$ cat config.mk
export PLATFORM = sky130hd
export DESIGN_NAME = mc_controller
export DESIGN_NICKNAME = d
export VERILOG_FILES = /design/src/rtl/mc_controller.sv
export SDC_FILE = /design/constraint.sdc
export NUM_CORES = 1
export LEC_CHECK = 0
export CORE_MARGIN = 4
export CORE_UTILIZATION = 39
export CTS_BUF_LIST = sky130_fd_sc_hd__clkbuf_4
export DETAILED_ROUTE_END_ITERATION = 16
export GPL_TIMING_DRIVEN = 0
export PLACE_DENSITY = 0.93
export SKIP_LAST_GASP = 1
export SLEW_MARGIN = 20
export SYNTH_ARGS = -nofsm -noshare
export SYNTH_HDL_FRONTEND = slang
export SYNTH_SLANG_ARGS = --single-unit
$ cat constraint.sdc
create_clock -name clk -period 1.4 [get_ports clk]
set_input_delay 0.14 -clock clk [delete_from_list [all_inputs] [get_ports clk]]
set_output_delay 0.14 -clock clk [all_outputs]
set_load 0.1 [all_outputs]
$ cat src/rtl/mc_controller.sv
// Multi-cycle MIPS-subset control FSM: sequences IF/ID/EX/MEM/WB and decodes
// OpCode/Funct into combinational datapath strobes and selects.
//
// state | meaning
// IF    | fetch instruction, PC <= PC + 4
// ID    | decode, branch target into ALUOut, jumps complete here
// EX    | address calc / ALU op / beq compare
// MEM   | data memory access for lw/sw
// WB    | register file write-back
module mc_controller (
  input  logic       clk,
  input  logic       reset,
  input  logic [5:0] OpCode,
  input  logic [5:0] Funct,
  output logic       PCWrite,
  output logic       PCWriteCond,
  output logic       IorD,
  output logic       MemRead,
  output logic       MemWrite,
  output logic       IRWrite,
  output logic       RegWrite,
  output logic       ExtOp,
  output logic       LuiOp,
  output logic [1:0] RegDst,
  output logic [1:0] MemtoReg,
  output logic [1:0] ALUSrcA,
  output logic [1:0] ALUSrcB,
  output logic [2:0] ALUOp,
  output logic [1:0] PCSource,
  output logic [2:0] State
);

  localparam logic [2:0] S_IF  = 3'd0;
  localparam logic [2:0] S_ID  = 3'd1;
  localparam logic [2:0] S_EX  = 3'd2;
  localparam logic [2:0] S_MEM = 3'd3;
  localparam logic [2:0] S_WB  = 3'd4;

  localparam logic [5:0] OP_RTYPE = 6'h00;
  localparam logic [5:0] OP_J     = 6'h02;
  localparam logic [5:0] OP_JAL   = 6'h03;
  localparam logic [5:0] OP_BEQ   = 6'h04;
  localparam logic [5:0] OP_ADDI  = 6'h08;
  localparam logic [5:0] OP_ADDIU = 6'h09;
  localparam logic [5:0] OP_SLTI  = 6'h0a;
  localparam logic [5:0] OP_SLTIU = 6'h0b;
  localparam logic [5:0] OP_ANDI  = 6'h0c;
  localparam logic [5:0] OP_ORI   = 6'h0d;
  localparam logic [5:0] OP_LUI   = 6'h0f;
  localparam logic [5:0] OP_LW    = 6'h23;
  localparam logic [5:0] OP_SW    = 6'h2b;

  localparam logic [5:0] FN_SLL  = 6'h00;
  localparam logic [5:0] FN_SRL  = 6'h02;
  localparam logic [5:0] FN_SRA  = 6'h03;
  localparam logic [5:0] FN_JR   = 6'h08;
  localparam logic [5:0] FN_JALR = 6'h09;
  localparam logic [5:0] FN_SLT  = 6'h2a;
  localparam logic [5:0] FN_SLTU = 6'h2b;

  localparam logic [2:0] ALU_ADD   = 3'd0;
  localparam logic [2:0] ALU_SUB   = 3'd1;
  localparam logic [2:0] ALU_FUNCT = 3'd2;
  localparam logic [2:0] ALU_AND   = 3'd3;
  localparam logic [2:0] ALU_OR    = 3'd4;
  localparam logic [2:0] ALU_SLT   = 3'd5;
  localparam logic [2:0] ALU_SLTU  = 3'd6;

  logic [2:0] state_q, state_d;

  logic is_r, is_jr, is_jalr, r_shift, r_arith;
  logic is_j, is_jal, is_beq, is_lw, is_sw, is_mem, i_arith;

  assign is_r    = (OpCode == OP_RTYPE);
  assign is_jr   = is_r && (Funct == FN_JR);
  assign is_jalr = is_r && (Funct == FN_JALR);
  assign r_shift = is_r && ((Funct == FN_SLL) || (Funct == FN_SRL) || (Funct == FN_SRA));
  assign r_arith = r_shift
                || (is_r && (Funct >= 6'h20) && (Funct <= 6'h27))
                || (is_r && ((Funct == FN_SLT) || (Funct == FN_SLTU)));
  assign is_j    = (OpCode == OP_J);
  assign is_jal  = (OpCode == OP_JAL);
  assign is_beq  = (OpCode == OP_BEQ);
  assign is_lw   = (OpCode == OP_LW);
  assign is_sw   = (OpCode == OP_SW);
  assign is_mem  = is_lw || is_sw;
  assign i_arith = (OpCode == OP_ADDI) || (OpCode == OP_ADDIU) || (OpCode == OP_SLTI)
                || (OpCode == OP_SLTIU) || (OpCode == OP_ANDI) || (OpCode == OP_ORI)
                || (OpCode == OP_LUI);

  always_comb begin
    state_d     = S_IF;
    PCWrite     = 1'b0;
    PCWriteCond = 1'b0;
    IorD        = 1'b0;
    MemRead     = 1'b0;
    MemWrite    = 1'b0;
    IRWrite     = 1'b0;
    RegWrite    = 1'b0;
    ExtOp       = 1'b0;
    LuiOp       = 1'b0;
    RegDst      = 2'd0;
    MemtoReg    = 2'd0;
    ALUSrcA     = 2'd0;
    ALUSrcB     = 2'd0;
    ALUOp       = ALU_ADD;
    PCSource    = 2'd0;

    case (state_q)
      S_IF: begin
        MemRead = 1'b1;
        IRWrite = 1'b1;
        ALUSrcB = 2'd1;
        PCWrite = 1'b1;
        state_d = S_ID;
      end

      S_ID: begin
        ALUSrcB = 2'd3;
        ExtOp   = 1'b1;
        if (is_j || is_jal) begin
          PCWrite  = 1'b1;
          PCSource = 2'd2;
          if (is_jal) begin
            RegWrite = 1'b1;
            RegDst   = 2'd2;
            MemtoReg = 2'd2;
          end
        end else if (is_jr || is_jalr) begin
          PCWrite  = 1'b1;
          PCSource = 2'd3;
          if (is_jalr) begin
            RegWrite = 1'b1;
            RegDst   = 2'd1;
            MemtoReg = 2'd2;
          end
        end else if (r_arith || i_arith || is_mem || is_beq) begin
          state_d = S_EX;
        end
      end

      S_EX: begin
        if (is_mem) begin
          ALUSrcA = 2'd1;
          ALUSrcB = 2'd2;
          ExtOp   = 1'b1;
          state_d = S_MEM;
        end else if (r_arith) begin
          ALUSrcA = r_shift ? 2'd2 : 2'd1;
          ALUOp   = ALU_FUNCT;
          state_d = S_WB;
        end else if (i_arith) begin
          ALUSrcA = 2'd1;
          ALUSrcB = 2'd2;
          ExtOp   = !((OpCode == OP_ANDI) || (OpCode == OP_ORI));
          LuiOp   = (OpCode == OP_LUI);
          case (OpCode)
            OP_ANDI:  ALUOp = ALU_AND;
            OP_ORI:   ALUOp = ALU_OR;
            OP_SLTI:  ALUOp = ALU_SLT;
            OP_SLTIU: ALUOp = ALU_SLTU;
            default:  ALUOp = ALU_ADD;
          endcase
          state_d = S_WB;
        end else if (is_beq) begin
          ALUSrcA     = 2'd1;
          ALUOp       = ALU_SUB;
          PCWriteCond = 1'b1;
          PCSource    = 2'd1;
        end
      end

      S_MEM: begin
        if (is_lw) begin
          MemRead = 1'b1;
          IorD    = 1'b1;
          state_d = S_WB;
        end else if (is_sw) begin
          MemWrite = 1'b1;
          IorD     = 1'b1;
        end
      end

      S_WB: begin
        if (is_lw) begin
          RegWrite = 1'b1;
          MemtoReg = 2'd1;
        end else if (r_arith) begin
          RegWrite = 1'b1;
          RegDst   = 2'd1;
        end else if (i_arith) begin
          RegWrite = 1'b1;
        end
      end

      default: state_d = S_IF;
    endcase

    // Reset aborts the instruction outright: nothing may reach memory or the PC.
    if (reset) begin
      PCWrite     = 1'b0;
      PCWriteCond = 1'b0;
      IorD        = 1'b0;
      MemRead     = 1'b0;
      MemWrite    = 1'b0;
      IRWrite     = 1'b0;
      RegWrite    = 1'b0;
      ExtOp       = 1'b0;
      LuiOp       = 1'b0;
      RegDst      = 2'd0;
      MemtoReg    = 2'd0;
      ALUSrcA     = 2'd0;
      ALUSrcB     = 2'd0;
      ALUOp       = ALU_ADD;
      PCSource    = 2'd0;
    end
  end

  always_ff @(posedge clk) begin
    if (reset) state_q <= S_IF;
    else       state_q <= state_d;
  end

  assign State = state_q;

endmodule

==> results of run 1 <==
[kinds of logic after synthesis]
kind of cell,count (synthesis),synth area share (%)
AO/OA/AOI/OAI,30,32.7
flip-flops,3,8.92
AND/OR/NAND/NOR,58,52.2
buffers and inverters,8,6.13
[synth_stat cells (all sizes together)]
cell type,number
clkbuf,1
a2111oi,1
nor4b,2
nand4b,1
and2b,1
o41ai,1
nand2b,3
or3,2
o21bai,1
a211o,2
a21o,2
nand3,4
nor4,2
dfxtp,3
a21boi,1
buf,4
a21oi,12
nor3,8
or2,4
a31o,1
nor2,12
o21ai,4
nor2b,3
or4,1
a211oi,3
nand2,12
o22ai,1
o21a,1
inv,3
nor3b,3
[through the flow]
stage	cells	utilization [%]	area, um^2	TNS (ps)
3_5_place_dp	150	86.4	1360	-33900
2_1_floorplan	99	-	992	-12920
3_3_place_gp	150	86.4	1360	-33340
==> flow_metrics.py, run 1 <==
metrics = {
    "die": {
        "die_x_um": 49.5,
        "rows": 14,
        "pin_count": 39,
        "die_h_um": 49.5,
        "start_util_pct": 42.7,
    },
    "yosys": {
        "seq_area_frac_synth_pct": 8.92,
        "synth_nets": 113,
        "synth_area_leaders": "dfxtp_1 8.9%, a21oi_1 8.2%, nor2_1 6.7%",
        "synthDistinctLibCells": 42,
        "yosys.area.top_type": "dfxtp_1",
        "ys_warn_count": 0,
        "synth_cells": 99,
        "ys_ff_latch": 3,
        "netlist_area_um2": 673,
        "syn_avg_cell_area_um2": 6.80,
        "synth_top_area_share_pct": 8.92,
    },
    "cts": {
        "cts-resized-gates": 272,
        "cts_buffer_depth": 2,
        "postCtsSetupRepairBufs": 33,
        "htree_levels": 1,
        "root_buffer": "clkbuf_4",
        "hold_buffers": 0,
        "numCtsBuffers": 3,
        "cts_sinks": 3,
    },
    "placement": {
        "gp_congestion": 0.852,
        "port_buffers": 35,
        "dp_slack_ps": -1810,
        "dp.final_hpwl_mm": 2.02,
    },
    "status": {
        "haltStage": "clock tree synthesis",
        "status": "aborted with a tool error",
        "error_line": "[ERROR DPL-0038] Utilization greater than 100%, impossible to legalize",
    },
}
==> run 2, diff against run 1 <==
Settings changed: CORE_AREA set to 4 4 65 67, CORE_MARGIN 4 to not set, CORE_UTILIZATION 39 to not set, CTS_BUF_LIST sky130_fd_sc_hd__clkbuf_4 to not set, DIE_AREA set to 0 0 69 71, PLACE_DENSITY 0.93 to not set, PLACE_DENSITY_LB_ADDON set to 0.15.
==> flow_metrics.py, run 2 <==
metrics = {
    "status": {
        "status": "finished, violations left",
        "violations": "setup timing",
    },
    "critical_path": {
        "cp_top_family": "simple AND/OR/NAND/NOR gates",
        "critical_path_required_ps": 1260,
        "timing.critical_path.slowest_cell_delay_ps": 370,
        "cp_slowest_cell": "dfxtp_4",
        "critPathBufInv": 2,
        "crit_chain": "nor2b_4 -> nand3_4 -> nand2b_4 -> buf_6 -> nor3_4 -> buf_12",
        "cp_data_arrival_time_ps": 1600,
        "end_kind": "primary output",
        "worst-path-max-fanout": 6,
        "startpoint_type": "register",
        "crit_type": "register to primary output",
    },
    "cts": {
        "clock_latency_ps": 220,
        "path_clk_slew_ps": 30,
        "htree_levels": 1,
        "cts_buffer_depth": 2,
        "cts_sinks": 3,
        "hold_buffers": 0,
        "root_buffer": "clkbuf_8",
        "cts_tree": "built",
        "numCtsBuffers": 3,
    },
    "timing": {
        "fin_crit_ps": 1740,
        "max_slew_margin_pct": 62.9,
        "finalSetupTns_ps": -4790,
        "tightest_slew_ps": 559,
        "slew_violations": 0,
        "fin_ws_ps": -337,
        "finalSetupViolations": 22,
        "fmax_ghz": 0.576,
        "hold_viol": 0,
        "clock_skew_ps": 4.14,
        "period_share_pct": 124,
        "timing.hold.ws_ps": 337,
        "rsz0062_at_grt": "yes",
    },
    "yosys": {
        "ys_ff_latch": 3,
        "netlist_area_um2": 673,
        "synth_top_area_share_pct": 8.92,
        "synthDistinctLibCells": 42,
        "synth_area_leaders": "dfxtp_1 8.9%, a21oi_1 8.2%, nor2_1 6.7%",
        "synth_most_common_cell": "nor2_1",
        "synth_cells": 99,
        "synth_nets": 113,
        "synth_top_cells_by_count": "12 x nor2_1, 11 x a21oi_1, 11 x nand2_1",
        "yosys.area.top_type": "dfxtp_1",
        "ys_async_sr_fraction_pct": 0,
        "syn_avg_cell_area_um2": 6.80,
        "synth_edf_count": 0,
        "synth_ff_type": "dfxtp_1",
        "seq_area_frac_synth_pct": 8.92,
        "ys_warn_count": 0,
    },
    "die": {
        "pin_count": 39,
        "die_h_um": 71,
        "die_area_mm2": 0.00490,
        "rows": 22,
        "start_util_pct": 18.5,
        "die_x_um": 69,
        "coreArea_mm2": 0.00363,
    },
    "global_route": {
        "grt_max_degree": 10,
        "grt_usage_pct": 12.2,
        "grt_pass1_vias": 1076,
        "overflow": 0,
        "grt_pass1_wl_mm": 5.02,
        "antenna_found_initial": 0,
    },
    "detailed_routing": {
        "drc": 0,
        "dr.pass1.iters": 4,
        "dr.first_iter.drc_count": 21,
        "vias": 1043,
        "ant_nets": 0,
        "wl_per_cell_um": 14.4,
        "routed_wirelength_mm": 3.20,
        "viasPerCell": 4.68,
    },
    "placement": {
        "post-place-cells": 182,
        "dp.final_hpwl_mm": 2.14,
        "dp_slack_ps": -1830,
        "port_buffers": 35,
        "gp_congestion": 0.784,
    },
    "final_layout": {
        "layout.nets": 190,
        "antenna_cells": 0,
        "layout_common_cells": "28 x buf_4, 20 x buf_12, 17 x buf_6",
        "layout_commonest_cell": "buf_4",
        "drive_above_1_share_pct": 81.1,
        "postLayoutCoreUtil_pct": 56.8,
        "area_delta_synth_final_pct": 207,
        "finalNonFillerCells": 223,
        "largest_reg_flops": 3,
    },
    "power": {
        "vdd_drop_max_uv": 323,
        "p_leak_nw": 0.816,
        "powerDensity_mw_per_mm2": 406,
    },
    "flow_run": {
        "maxCapViolCount": 0,
    },
    "hold_path": {
        "hp-class": "input port to register",
    },
}
==> run 2: metrics by stage <==
| step | total power, mW | cell area, um^2 |
|---|---|---|
| floorplan | 0.367 | 992 |
| global placement | 0.465 | 1400 |
| detailed placement | 0.466 | 1400 |
| CTS | 0.806 | 1880 |
| global route | 0.884 | 2060 |
| finish | 0.837 | 2060 |
==> run 2: cells by family (layout without fill, tap and decap cells) <==
family,Yosys count,after routing,share of synthesized area (%)
AOI/OAI and AO/OA,30,30,32.7
DFF,3,3,8.92
and+or+nand+nor,58,58,52.2
buffers and inverters,8,84,6.13
==> run 2: path summary, 6_finish.rpt <==
path,from,endpoint,slack (ps),depth (start not counted)
setup reg to reg,State[2],State[2],90,4
setup / recovery,State[1],LuiOp,-340,6
hold / removal,OpCode[3],State[2],340,2
hold reg to reg,State[1],State[0],480,1
==> run 2: what timing repair did <==
item | 4_1_cts | 5_1_grt
pin swaps | 23 | 13
hold endpoints to repair | 0 | 0
resized for setup | 273 | 19
endpoints found under the setup margin | 27 | 23
buffers inserted | 23 | 14
cloned | 0 | 0
==> run 2: power by group <==
group	internal [mW]	switching, mW	leakage, nW	total (mW)
clock	0.195	0.0627	0.0228	0.257
combinational	0.200	0.284	0.766	0.485
sequential	0.0860	0.00934	0.0266	0.0953
==> run 2: routing by layer <==
layer | GRT usage [%] | vias up | share of wire [%]
met4 | 2.17 | 0 | 1.3
met5 | 0 | - | 0
met3 | 2.41 | 4 | 3.1
met2 | 21.4 | 25 | 53
met1 | 15.7 | 500 | 42
li1 | - | 514 | -
==> run 2: cell type report <==
| class | count | area [um^2] |
|---|---|---|
| Buffer | 5 | 72.6 |
| Clock buffer | 4 | 45.0 |
| Fill cell | 329 | 1570 |
| Inverter | 3 | 11.3 |
| Multi-Input combinational cell | 88 | 952 |
| Sequential cell | 3 | 71.3 |
| Tap cell | 48 | 60.1 |
| Timing Repair Buffer | 72 | 852 |
No activity file was read; power rests on OpenSTA's default activity.
==> run 3, diff against run 2 <==
Clock period 1.4 ns to 1.65 ns, I/O delays scaled along.
==> flow_metrics.py, run 3 (synthesized netlist as in run 2, its figures left out) <==
metrics = {
    "status": {
        "status": "finished, violations left",
        "violations": "setup timing",
    },
    "timing": {
        "period_share_pct": 107,
        "hold_viol": 0,
        "max_slew_margin_pct": 36.6,
        "fmax_ghz": 0.565,
        "fin_crit_ps": 1770,
        "tightest_slew_ps": 955,
        "clock_skew_ps": 2.27,
        "finalSetupTns_ps": -589,
        "fin_ws_ps": -121,
        "finalSetupViolations": 12,
        "slew_violations": 0,
        "rsz0062_at_grt": "yes",
    },
    "cts": {
        "path_clk_slew_ps": 30,
        "hold_buffers": 0,
        "cts_buffer_depth": 2,
        "cts_sinks": 3,
        "root_buffer": "clkbuf_8",
        "numCtsBuffers": 3,
        "cts_tree": "built",
        "htree_levels": 1,
        "clock_latency_ps": 210,
    },
    "final_layout": {
        "finalNonFillerCells": 220,
        "stdcell_area_mm2": 0.00196,
        "drive_above_1_share_pct": 79.7,
        "layout.nets": 187,
        "layout_commonest_cell": "buf_4",
        "layout_common_cells": "34 x buf_4, 15 x buf_6, 13 x buf_12",
        "antenna_cells": 0,
        "largest_reg_flops": 3,
        "area_delta_synth_final_pct": 191,
    },
    "power": {
        "p_leak_nw": 0.781,
        "powerDensity_mw_per_mm2": 353,
        "vdd_drop_max_uv": 288,
    },
    "critical_path": {
        "timing.critical_path.slowest_cell_delay_ps": 330,
        "end_kind": "primary output",
        "cp_data_arrival_time_ps": 1610,
        "path_common_cell": "buf_12",
        "critical_path_required_ps": 1480,
        "startpoint_type": "input port",
        "crit_chain": "buf_12 -> nor4_4 -> nand2_2 -> o21bai_4 -> a211o_1 -> a21oi_4 -> buf_12",
        "cp_slowest_cell": "nor4_4",
        "crit_type": "input port to primary output",
        "worst-path-max-fanout": 6,
    },
    "placement": {
        "port_buffers": 35,
        "gp_congestion": 0.766,
        "post-place-cells": 182,
        "dp_slack_ps": -1640,
        "dp.final_hpwl_mm": 2.15,
        "placed_cell_area_mm2": 0.00140,
    },
    "die": {
        "die_area_mm2": 0.00490,
        "coreArea_mm2": 0.00363,
        "rows": 22,
        "start_util_pct": 18.5,
        "die_x_um": 69,
        "die_h_um": 71,
        "pin_count": 39,
    },
    "global_route": {
        "overflow": 0,
        "grt_pass1_vias": 1047,
        "grt_usage_pct": 11.4,
        "antenna_found_initial": 0,
        "grt_pass1_wl_mm": 4.77,
        "grt_max_degree": 11,
    },
    "detailed_routing": {
        "dr.first_iter.drc_count": 10,
        "drc": 0,
        "vias": 1023,
        "viasPerCell": 4.65,
        "ant_nets": 0,
        "routed_wirelength_mm": 3.04,
        "wl_per_cell_um": 13.8,
        "dr.pass1.iters": 4,
    },
    "hold_path": {
        "hp-class": "input port to register",
    },
    "flow_run": {
        "maxCapViolCount": 0,
    },
}
==> run 3: cell types whose count changed in the layout (fill, tap and decap cells not counted), sizes merged <==
cell           change
dlygate4sd2        +1
buf                -6
clkdlybuf4s15      +1
clkbuf             +1
==> run 3: critical path: cells and delay by family <==
kind | cells | cell delay, ps
simple gates | 2 | 420
buf+inv | 2 | 300
compound gates | 3 | 720
==> run 3: final timing paths <==
path	slack, ps	cells past startpoint	to	start
max	-120	7	RegDst[0]	OpCode[2]
min	370	2	State[2]	OpCode[3]
max reg2reg	270	4	State[2]	State[2]
min reg2reg	590	2	State[0]	State[1]
==> run 3: report_power, final <==
| part | switching [mW] | internal (mW) |
|---|---|---|
| Clock | 0.0469 | 0.165 |
| Sequential | 0.00703 | 0.0730 |
| Combinational | 0.241 | 0.161 |
| Total | 0.295 | 0.398 |
==> run 3: layer usage <==
metal  vias to the layer above  GRT usage [%]  part of all wire, %
met3                         0           1.70                  3.6
met2                        22           22.0                   56
li1                        511              -                    -
met4                         0           1.74                    0
met1                       490           13.3                   41
met5                         -              0                    0
==> run 3: per-stage QoR <==
stage / hold slack, ps / power (mW) / util (%)
final: 369 / 0.693 / 54.0
after global routing: 392 / 0.722 / 54.0
after CTS: 350 / 0.648 / 47.1
after detailed placement: 508 / 0.396 / 38.6
after global placement: 507 / 0.395 / 38.6
after floorplan: 424 / 0.312 / -
==> run 3: timing repair <==
item                                   in CTS  in global routing
pin swaps                                  20                 19
endpoints found under the hold margin       0                  0
buffers inserted                           19                 15
resized for setup                         224                 45
cloned                                      0                  0
setup endpoints to repair                  27                 17
==> run 3: area by class of cell <==
class                           instances  area [um^2]
Multi-Input combinational cell         88          955
Sequential cell                         3         71.3
Inverter                                3         11.3
Clock buffer                            4         45.0
Tap cell                               48         60.1
Timing Repair Buffer                   69          738
Fill cell                             337         1670
Buffer                                  5         81.3
